--- src/rtl/mem_stage.sv ---
// Memory stage of the 5-stage pipeline: E/M register, data-memory handshake
// with timeout and alignment fault, and the M/W register feeding writeback.
module mem_stage #(
  parameter int TIMEOUT_CYCLES = 64,
  parameter int ALIGN_CHECK    = 1
) (
  input  logic        clk,
  input  logic        reset,
  input  logic        RegWriteE,
  input  logic        MemtoRegE,
  input  logic        MemWriteE,
  input  logic [3:0]  RdE,
  input  logic [31:0] ALUResultE,
  input  logic [31:0] WriteDataE,
  input  logic        FlushM,
  input  logic        mem_ack,
  input  logic [31:0] mem_rdata,
  output logic        mem_req,
  output logic        mem_we,
  output logic [31:0] mem_addr,
  output logic [31:0] mem_wdata,
  output logic        StallM,
  output logic        MemFaultM,
  output logic [31:0] ALUResultM,
  output logic [3:0]  RdM,
  output logic        RegWriteM,
  output logic        RegWriteW,
  output logic        MemtoRegW,
  output logic [3:0]  RdW,
  output logic [31:0] ResultW
);

  localparam logic [1:0] IDLE  = 2'd0;
  localparam logic [1:0] WAIT  = 2'd1;
  localparam logic [1:0] ABORT = 2'd2;
  localparam logic [7:0] TIMEOUT_LIMIT = 8'(TIMEOUT_CYCLES);

  logic [1:0]  state_reg, state_next;
  logic [7:0]  count_reg, count_next;

  logic        reg_write_m_reg, mem_to_reg_m_reg, mem_write_m_reg;
  logic [3:0]  rd_m_reg;
  logic [31:0] alu_result_m_reg, write_data_m_reg;

  logic        reg_write_w_reg, mem_to_reg_w_reg;
  logic [3:0]  rd_w_reg;
  logic [31:0] alu_out_w_reg, read_data_w_reg;

  logic        memop, misaligned, req, stall, fault;

  assign memop      = mem_to_reg_m_reg | mem_write_m_reg;
  assign misaligned = (ALIGN_CHECK != 0) && (alu_result_m_reg[1:0] != 2'b00);

  always_comb begin
    state_next = state_reg;
    count_next = count_reg;
    req        = 1'b0;
    stall      = 1'b0;
    fault      = 1'b0;
    case (state_reg)
      IDLE: begin
        if (memop) begin
          // A misaligned op holds M for one cycle so it is still there to retire as a fault
          if (misaligned) begin
            stall      = 1'b1;
            state_next = ABORT;
          end else begin
            req = 1'b1;
            if (!mem_ack) begin
              stall      = 1'b1;
              state_next = WAIT;
              count_next = 8'd1;
            end
          end
        end
      end
      WAIT: begin
        req   = 1'b1;
        stall = ~mem_ack;
        if (mem_ack) begin
          state_next = IDLE;
        end else if (count_reg == TIMEOUT_LIMIT) begin
          state_next = ABORT;
        end else begin
          count_next = count_reg + 8'd1;
        end
      end
      ABORT: begin
        fault      = 1'b1;
        state_next = IDLE;
      end
      default: state_next = IDLE;
    endcase
  end

  always_ff @(posedge clk or negedge reset) begin
    if (!reset) begin
      state_reg <= IDLE;
      count_reg <= 8'd0;
    end else begin
      state_reg <= state_next;
      count_reg <= count_next;
    end
  end

  // E/M register: frozen while an access is outstanding, so FlushM cannot cancel it
  always_ff @(posedge clk or negedge reset) begin
    if (!reset) begin
      reg_write_m_reg  <= 1'b0;
      mem_to_reg_m_reg <= 1'b0;
      mem_write_m_reg  <= 1'b0;
      rd_m_reg         <= 4'd0;
      alu_result_m_reg <= 32'd0;
      write_data_m_reg <= 32'd0;
    end else if (!stall) begin
      reg_write_m_reg  <= RegWriteE & ~FlushM;
      mem_to_reg_m_reg <= MemtoRegE & ~FlushM;
      mem_write_m_reg  <= MemWriteE & ~FlushM;
      rd_m_reg         <= RdE;
      alu_result_m_reg <= ALUResultE;
      write_data_m_reg <= WriteDataE;
    end
  end

  // M/W register: bubbles during a stall so a held op writes back exactly once
  always_ff @(posedge clk or negedge reset) begin
    if (!reset) begin
      reg_write_w_reg  <= 1'b0;
      mem_to_reg_w_reg <= 1'b0;
      rd_w_reg         <= 4'd0;
      alu_out_w_reg    <= 32'd0;
      read_data_w_reg  <= 32'd0;
    end else begin
      if (stall) begin
        reg_write_w_reg  <= 1'b0;
        mem_to_reg_w_reg <= 1'b0;
      end else begin
        reg_write_w_reg  <= reg_write_m_reg & (state_reg != ABORT);
        mem_to_reg_w_reg <= mem_to_reg_m_reg;
        rd_w_reg         <= rd_m_reg;
        alu_out_w_reg    <= alu_result_m_reg;
      end
      if (req && mem_ack && !mem_write_m_reg) begin
        read_data_w_reg <= mem_rdata;
      end
    end
  end

  assign mem_req    = req;
  assign mem_we     = req & mem_write_m_reg;
  assign mem_addr   = req ? alu_result_m_reg : 32'd0;
  assign mem_wdata  = req ? write_data_m_reg : 32'd0;
  assign StallM     = stall;
  assign MemFaultM  = fault;
  assign ALUResultM = alu_result_m_reg;
  assign RdM        = rd_m_reg;
  assign RegWriteM  = reg_write_m_reg;
  assign RegWriteW  = reg_write_w_reg;
  assign MemtoRegW  = mem_to_reg_w_reg;
  assign RdW        = rd_w_reg;
  assign ResultW    = mem_to_reg_w_reg ? read_data_w_reg : alu_out_w_reg;

endmodule

--- config.mk ---
export PLATFORM = sky130hd
export DESIGN_NAME = mem_stage
export DESIGN_NICKNAME = d
export VERILOG_FILES = /design/src/rtl/mem_stage.sv
export SDC_FILE = /design/constraint.sdc
export NUM_CORES = 1
export LEC_CHECK = 0
export ABC_CLOCK_PERIOD_IN_PS = 3200
export CORE_MARGIN = 3
export CORE_UTILIZATION = 48
export CTS_BUF_LIST = sky130_fd_sc_hd__clkbuf_16
export DETAILED_ROUTE_END_ITERATION = 10
export PLACE_DENSITY = 0.92
export SETUP_SLACK_MARGIN = 0.02
export SLEW_MARGIN = 0
export SYNTH_ARGS = -nofsm -noshare
export SYNTH_HDL_FRONTEND = slang
export SYNTH_SLANG_ARGS = --single-unit
--- constraint.sdc ---
create_clock -name clk -period 3.2 [get_ports clk]
set_input_delay 0.96 -clock clk [delete_from_list [all_inputs] [get_ports clk]]
set_output_delay 0.96 -clock clk [all_outputs]
set_load 0.005 [all_outputs]
==> flow_summary.json, run 1 <==
{
  "detail-route-antenna-nets": 0,
  "yosysSeqAreaShare_pct": 56.83,
  "hold_viol": 0,
  "netlist_instances": 475,
  "cts_tree": "yes",
  "tns_ps": -215.4,
  "drive_above_1_share_pct": 22.24,
  "worstMarginPinSlew_ps": 738.6,
  "hpwl_um": 11760,
  "muxShareOfSynthArea_pct": 28.60,
  "setup_viol": 9,
  "fmax_mhz": 309.3,
  "place_congestion": 0.8069,
  "grt_usage_pct": 22.62,
  "hold_path_class": "reg -> reg",
  "n_antenna_cell": 0,
  "cp_max_fo": 10,
  "cts_buffers": 17,
  "clock_latency_ps": 410,
  "vdd_drop_max_uv": 1706,
  "dr.pass1.iters": 4,
  "wirelength_um": 17460,
  "drt_iter0_drc": 290,
  "area_growth_pct": 53.41,
  "synth-xor-area-share_pct": 0,
  "whs_ps": 483.0,
  "max_cap_viol_count": 0,
  "rsz0062_at_grt": "true",
  "cp.required_ps": 2240,
  "slew_headroom_pct": 50.76,
  "syn_avg_cell_area_sq_um": 14.00,
  "fillers": 806,
  "cts_buffer_depth": 2,
  "startpoint": "mem_to_reg_m_reg",
  "syn-num-nets": 584,
  "slew_viol_final": 0,
  "stdcell_count": 927,
  "io_pins": 250,
  "min_from": "alu_out_w_reg[0]",
  "violations": "setup timing",
  "yosysWarnings": 0,
  "core_area_sq_um": 13400,
  "r2r_start": "state_reg[0]",
  "crit_arrival_ps": 2270,
  "synth_cell_types": 38,
  "antenna_found_initial": 0,
  "setup_ws_ps": -32.68,
  "dp.cells": 885,
  "root_buffer": "clkbuf_16",
  "viasPerCell": 5.222,
  "drc": 0,
  "status": "finished, violations left",
  "cp-end-kind": "primary output",
  "powerDensity_nw_per_um2": 998.9,
  "vias": 4841,
  "worstSetupPathType": "reg -> out",
  "clkTransAtPathRegs_ps": 60,
  "io_buffers": 249,
  "skew_ps": 6.711,
  "overflow": 0,
  "cts_hold_buf": 0,
  "grt_pass1_wl_um": 26420,
  "finalCritPeriodShare_pct": 101.0,
  "wl_per_cell_um": 18.83,
  "startpoint_type": "flop",
  "synth_top_family_by_area": "multiplexers",
  "fin_crit_ps": 3233,
  "synth_fa_ha_area_share_pct": 0.3764,
  "die_h_um": 123.7,
  "rows": 42,
  "cts_num_sinks": 151,
  "initial_core_util_pct": 49.62,
  "layout.nets": 848,
  "die_area_sq_um": 15300,
  "synth_compound_area_share_pct": 2.296,
  "grt_start_max_net_pins": 64,
  "yosys.area_share.simple_pct": 9.146,
  "ys_seq_elements": 151,
  "grt_pass1_vias": 5167,
  "die_w_um": 123.7,
  "p_leak_nw": 4.958,
  "syn_area_sq_um": 6649,
  "h-tree-depth": 4
}
[per-layer routing]
layer  vias to the layer above  wire length, um  GRT usage (%)  share of wire, %
li1                       2190                -              -                 -
met1                      2424             6447          25.23                37
met2                       195             9251          39.95                53
met3                        32             1385          7.039               7.9
met4                         0              371          9.412               2.1
met5                         -                0              0                 0
[timing repair]
| item | in CTS | in global routing |
|---|---|---|
| buffers inserted | 6 | 2 |
| cloned | 2 | 1 |
| hold endpoints to repair | 0 | 0 |
| resized for setup | 24 | 47 |
| endpoints found under the setup margin | 67 | 52 |
| pin swaps | 2 | 2 |
[worst paths after layout]
| path | slack (ps) | to | depth (start not counted) |
|---|---|---|---|
| setup reg to reg | 970 | ALUResultM[23] | 5 |
| min in group asynchronous | 520 | write_data_m_reg[15] | 1 |
| setup / recovery | -30 | mem_wdata[1] | 7 |
| max in group asynchronous | 2000 | alu_out_w_reg[29] | 2 |
| hold / removal | 480 | alu_out_w_reg[0] | 1 |
| hold reg to reg | 480 | alu_out_w_reg[0] | 1 |
[cells in the final DEF, fill, tap and decap left out, types with 2 or more instances in the layout]
cell / n
nand3_1: 2
clkinv_2: 5
dfrtp_1: 150
nand2_1: 8
nor3_1: 2
inv_1: 6
nor2_4: 2
buf_6: 3
bufinv_16: 3
clkdlybuf4s50_1: 191
ha_1: 2
dlymetal6s2s_1: 42
a31oi_1: 6
buf_16: 2
nor2b_1: 3
clkbuf_16: 18
o21ai_0: 6
clkinv_1: 5
mux2_1: 58
buf_4: 12
and3_1: 2
mux2_2: 110
nand2b_1: 6
buf_12: 6
dlygate4sd2_1: 15
and2_1: 66
[layout make-up]
class / instances / area, sq um / area share [%]
sequential: 151 / 3780 / 37.06
inverter: 7 / 26.28 / 0.2576
clock buffer: 17 / 425.4 / 4.171
timing repair buffer: 272 / 2893 / 28.36
multi-input combinational: 290 / 2714 / 26.61
tap: 176 / 220.2 / 2.159
clock inverter: 14 / 141.4 / 1.386
[power by group]
part           total, mW  switching [mW]  leakage, nW  internal (mW)
Sequential          3.49           0.621         1.80           2.87
Combinational       4.77            1.75         2.88           3.02
Clock               1.92           0.724        0.283           1.20
[stage by stage]
stage	instance area, sq um	power [mW]	setup WS, ps	util (%)
2_1_floorplan	6649	5.695	554.8	-
3_3_place_gp	9365	7.876	-15.45	69.89
3_5_place_dp	9365	8.117	-25.37	69.89
4_1_cts	10050	10.27	-76.27	74.98
5_1_grt	10200	10.81	-125.3	76.12
6_report	10200	10.19	-32.68	76.12
[critical path: stages, from the launching register on]
cell and delay (ps):
dfrtp_1 410, nor2_4 70, o31a_1 290, nor2_4 160, buf_4 160, buf_16 130, and2_1 130, clkdlybuf4s50_1 500
[Yosys cell counts]
| library cell | n | area share, % |
|---|---|---|
| nor3_1 | 2 | 0.15 |
| nor2_1 | 1 | 0.056 |
| nand3_1 | 2 | 0.15 |
| buf_4 | 6 | 0.68 |
| a2111o_1 | 1 | 0.17 |
| nand2_1 | 8 | 0.45 |
| buf_2 | 8 | 0.60 |
| nor3b_1 | 1 | 0.11 |
| and2_1 | 67 | 6.3 |
| buf_1 | 3 | 0.17 |
| mux2i_1 | 1 | 0.15 |
| nor4_1 | 1 | 0.094 |
| inv_1 | 6 | 0.34 |
| o211ai_1 | 1 | 0.11 |
| nand4bb_1 | 1 | 0.17 |
| nand4_1 | 1 | 0.094 |
| mux2_1 | 58 | 9.8 |
| a21oi_1 | 1 | 0.075 |
| a221o_1 | 1 | 0.15 |
| nand2b_1 | 6 | 0.56 |
| clkinv_1 | 1 | 0.056 |
| nor2_2 | 1 | 0.094 |
| nor4_4 | 1 | 0.32 |
| a31oi_1 | 6 | 0.56 |
| or4_1 | 1 | 0.11 |
| ha_1 | 2 | 0.38 |
| mux2_2 | 110 | 19 |
| and3_1 | 2 | 0.19 |
| clkbuf_1 | 7 | 0.40 |
| o32ai_1 | 1 | 0.13 |
| o41a_1 | 1 | 0.17 |
| nor2b_1 | 3 | 0.28 |
| o21bai_1 | 1 | 0.11 |
| buf_6 | 3 | 0.51 |
| o21ai_0 | 6 | 0.45 |
| o31a_1 | 1 | 0.13 |
| a221oi_2 | 1 | 0.23 |
| dfrtp_1 | 151 | 57 |
[logic make-up after synthesis]
kind of cell,count (synthesis)
mux,169
flops,151
simple gates,98
buf+inv,34
compound gates,21
fa+ha+maj,2
Power figures use the tool's default switching activity.
==> inputs of run 2 (changes only) <==
ABC_CLOCK_PERIOD_IN_PS = 2950   (was 3200)
CORE_UTILIZATION = 40   (was 48)
PLACE_DENSITY = 0.83   (was 0.92)
clock period = 2.95 ns   (was 3.2 ns; I/O delays follow)
==> run 2 against run 1 <==
  * The run now ends clean
  * Sequential share of layout area barely moved
  * Setup slack improved by 81 ps
  * Clock power up 24%
  * Non-clock buffer count rose by 7
  * First-iteration DRC count fell by 23%
  * Via count increased by 0.10%
  * Sequential power is 7.7% higher
  * Die area rose by 19%
  * Critical path depth is 1 higher
  * Register-to-register slack got worse by 140 ps
  * Design area about the same
  * Combinational power is 13% higher
  * Largest power group unchanged
==> flow_summary.json, run 2 (synthesis results as in run 1) <==
{
  "path_cells": "inv_2 -> o31a_1 -> nor2_4 -> buf_12 -> clkbuf_16 -> buf_12 -> and2_1 -> buf_2",
  "r2r_start": "state_reg[0]",
  "worstSetupPathType": "reg -> out",
  "n_antenna_cell": 0,
  "slew_headroom_pct": 58.61,
  "dp.cells": 926,
  "wl_per_cell_um": 18.64,
  "cp.required_ps": 2070,
  "design_area_sq_um": 10200,
  "skew_ps": 11.05,
  "cpMaxStageDelayCell": "dfrtp_1",
  "clkTransAtPathRegs_ps": 60,
  "fmax_mhz": 344.7,
  "cpMostUsedCell": "buf_12",
  "cts_tree": "yes",
  "io_pins": 250,
  "worstMarginPinSlew_ps": 620.9,
  "fillers": 1170,
  "powerDensity_nw_per_um2": 1131,
  "drive_above_1_share_pct": 29.51,
  "critical_path_buf_inv_count": 5,
  "fin_crit_ps": 2901,
  "cts_hold_buf": 0,
  "initial_core_util_pct": 41.41,
  "grt_pass1_vias": 5104,
  "slew_viol_final": 0,
  "io_buffers": 249,
  "place_congestion": 0.7940,
  "final_cell_mix": "clkdlybuf4s50_1, dfrtp_1, mux2_2, and2_1, mux2_1",
  "rows": 46,
  "reg2reg_to": "RdW[1]",
  "cp_max_fo": 8,
  "cp_slowest_stage_delay_ps": 440,
  "vias": 4846,
  "grt_pass1_wl_um": 27660,
  "p_leak_nw": 4.379,
  "finalCritPeriodShare_pct": 98.35,
  "core_area_sq_um": 16060,
  "root_buffer": "clkbuf_16",
  "rsz0062_at_grt": "true",
  "cts_buffers": 17,
  "power_mw": 11.53,
  "die_h_um": 134.9,
  "hold_path_class": "in -> async",
  "vdd_drop_max_uv": 1743,
  "setup_viol": 0,
  "drt_iter0_drc": 222,
  "area_growth_pct": 53.44,
  "layout.nets": 855,
  "cp-end-kind": "primary output",
  "grt_start_max_net_pins": 70,
  "hold_viol": 0,
  "hpwl_um": 11690,
  "die_w_um": 134.9,
  "reg2reg_depth": 5,
  "overflow": 0,
  "antenna_found_initial": 0,
  "wirelength_um": 18170,
  "r2r_setup_slack_ps": 830,
  "clock_latency_ps": 420,
  "viasPerCell": 4.970,
  "crit_arrival_ps": 2020,
  "dpl-instance-area_sq_um": 9448,
  "startpoint_type": "flop",
  "drc": 0,
  "dr.pass1.iters": 4,
  "grt_usage_pct": 19.48,
  "layout_commonest_cell": "clkdlybuf4s50_1",
  "status": "finished clean",
  "h-tree-depth": 4,
  "die_area_sq_um": 18200,
  "detail-route-antenna-nets": 0,
  "path_delay_family": "buffers and inverters",
  "cts_num_sinks": 151,
  "cts_buffer_depth": 2,
  "max_cap_viol_count": 0,
  "stdcell_count": 975
}
==> run 2: what timing repair did <==
item,4_1_cts,5_1_grt
gates cloned,4,3
setup endpoints to repair,67,66
pin swaps,2,3
setup buffers,5,6
resized for setup,84,102
==> run 2: routing by layer <==
| metal | up-vias | wire length, um | global-route usage [%] |
|---|---|---|---|
| met5 | - | 0 | 0 |
| met4 | 0 | 376 | 6.731 |
| met3 | 23 | 1130 | 4.993 |
| met2 | 180 | 9624 | 35.10 |
| met1 | 2427 | 7039 | 22.45 |
| li1 | 2216 | - | - |
==> run 2: final cells by class <==
type                       count  area (sq um)  share of cell area (%)
tap                          216         270.3                   2.649
inverter                       7         26.28                  0.2575
clock inverter                15         226.5                   2.220
sequential                   151          3779                   37.04
clock buffer                  17         425.4                   4.170
multi-input combinational    290          2716                   26.62
timing repair buffer         279          2759                   27.04
==> run 2: where the power goes <==
part           switching (mW)  internal [mW]  total (mW)
clock network           0.878           1.51        2.39
logic                    2.01           3.37        5.38
registers               0.649           3.11        3.76
==> run 2: worst max-delay path by stage <==
stage | start | endpoint | slack, ps | cells after the start
3_5_place_dp | mem_ack | StallM | -150 | 3
2_1_floorplan | mem_ack | StallM | 450 | 3
5_1_grt | mem_write_m_reg | mem_addr[12] | -30 | 8
4_1_cts | mem_to_reg_m_reg | mem_addr[2] | 20 | 7
6_report | state_reg[0] | mem_addr[8] | 50 | 8
3_3_place_gp | mem_ack | StallM | -120 | 3
==> run 2: per-stage QoR <==
| stage | TNS, ps | hold slack (ps) | worst slack (ps) | util, % |
|---|---|---|---|---|
| floorplan | 0 | 438.3 | 454.8 | - |
| global placement | -115.8 | 458.0 | -115.8 | 58.84 |
| detailed placement | -145.4 | 466.6 | -145.4 | 58.84 |
| CTS | 0 | 475.6 | 17.34 | 63.49 |
| global route | -91.38 | 496.9 | -28.58 | 63.53 |
| finish | 0 | 471.9 | 48.79 | 63.53 |
==> run 2: worst register-to-register path, stage by stage (launching register included) <==
cell and delay [ps]:
dfrtp_1 440, o21bai_1 250, a221oi_4 270, buf_4 170, buf_4 450, mux2_2 430
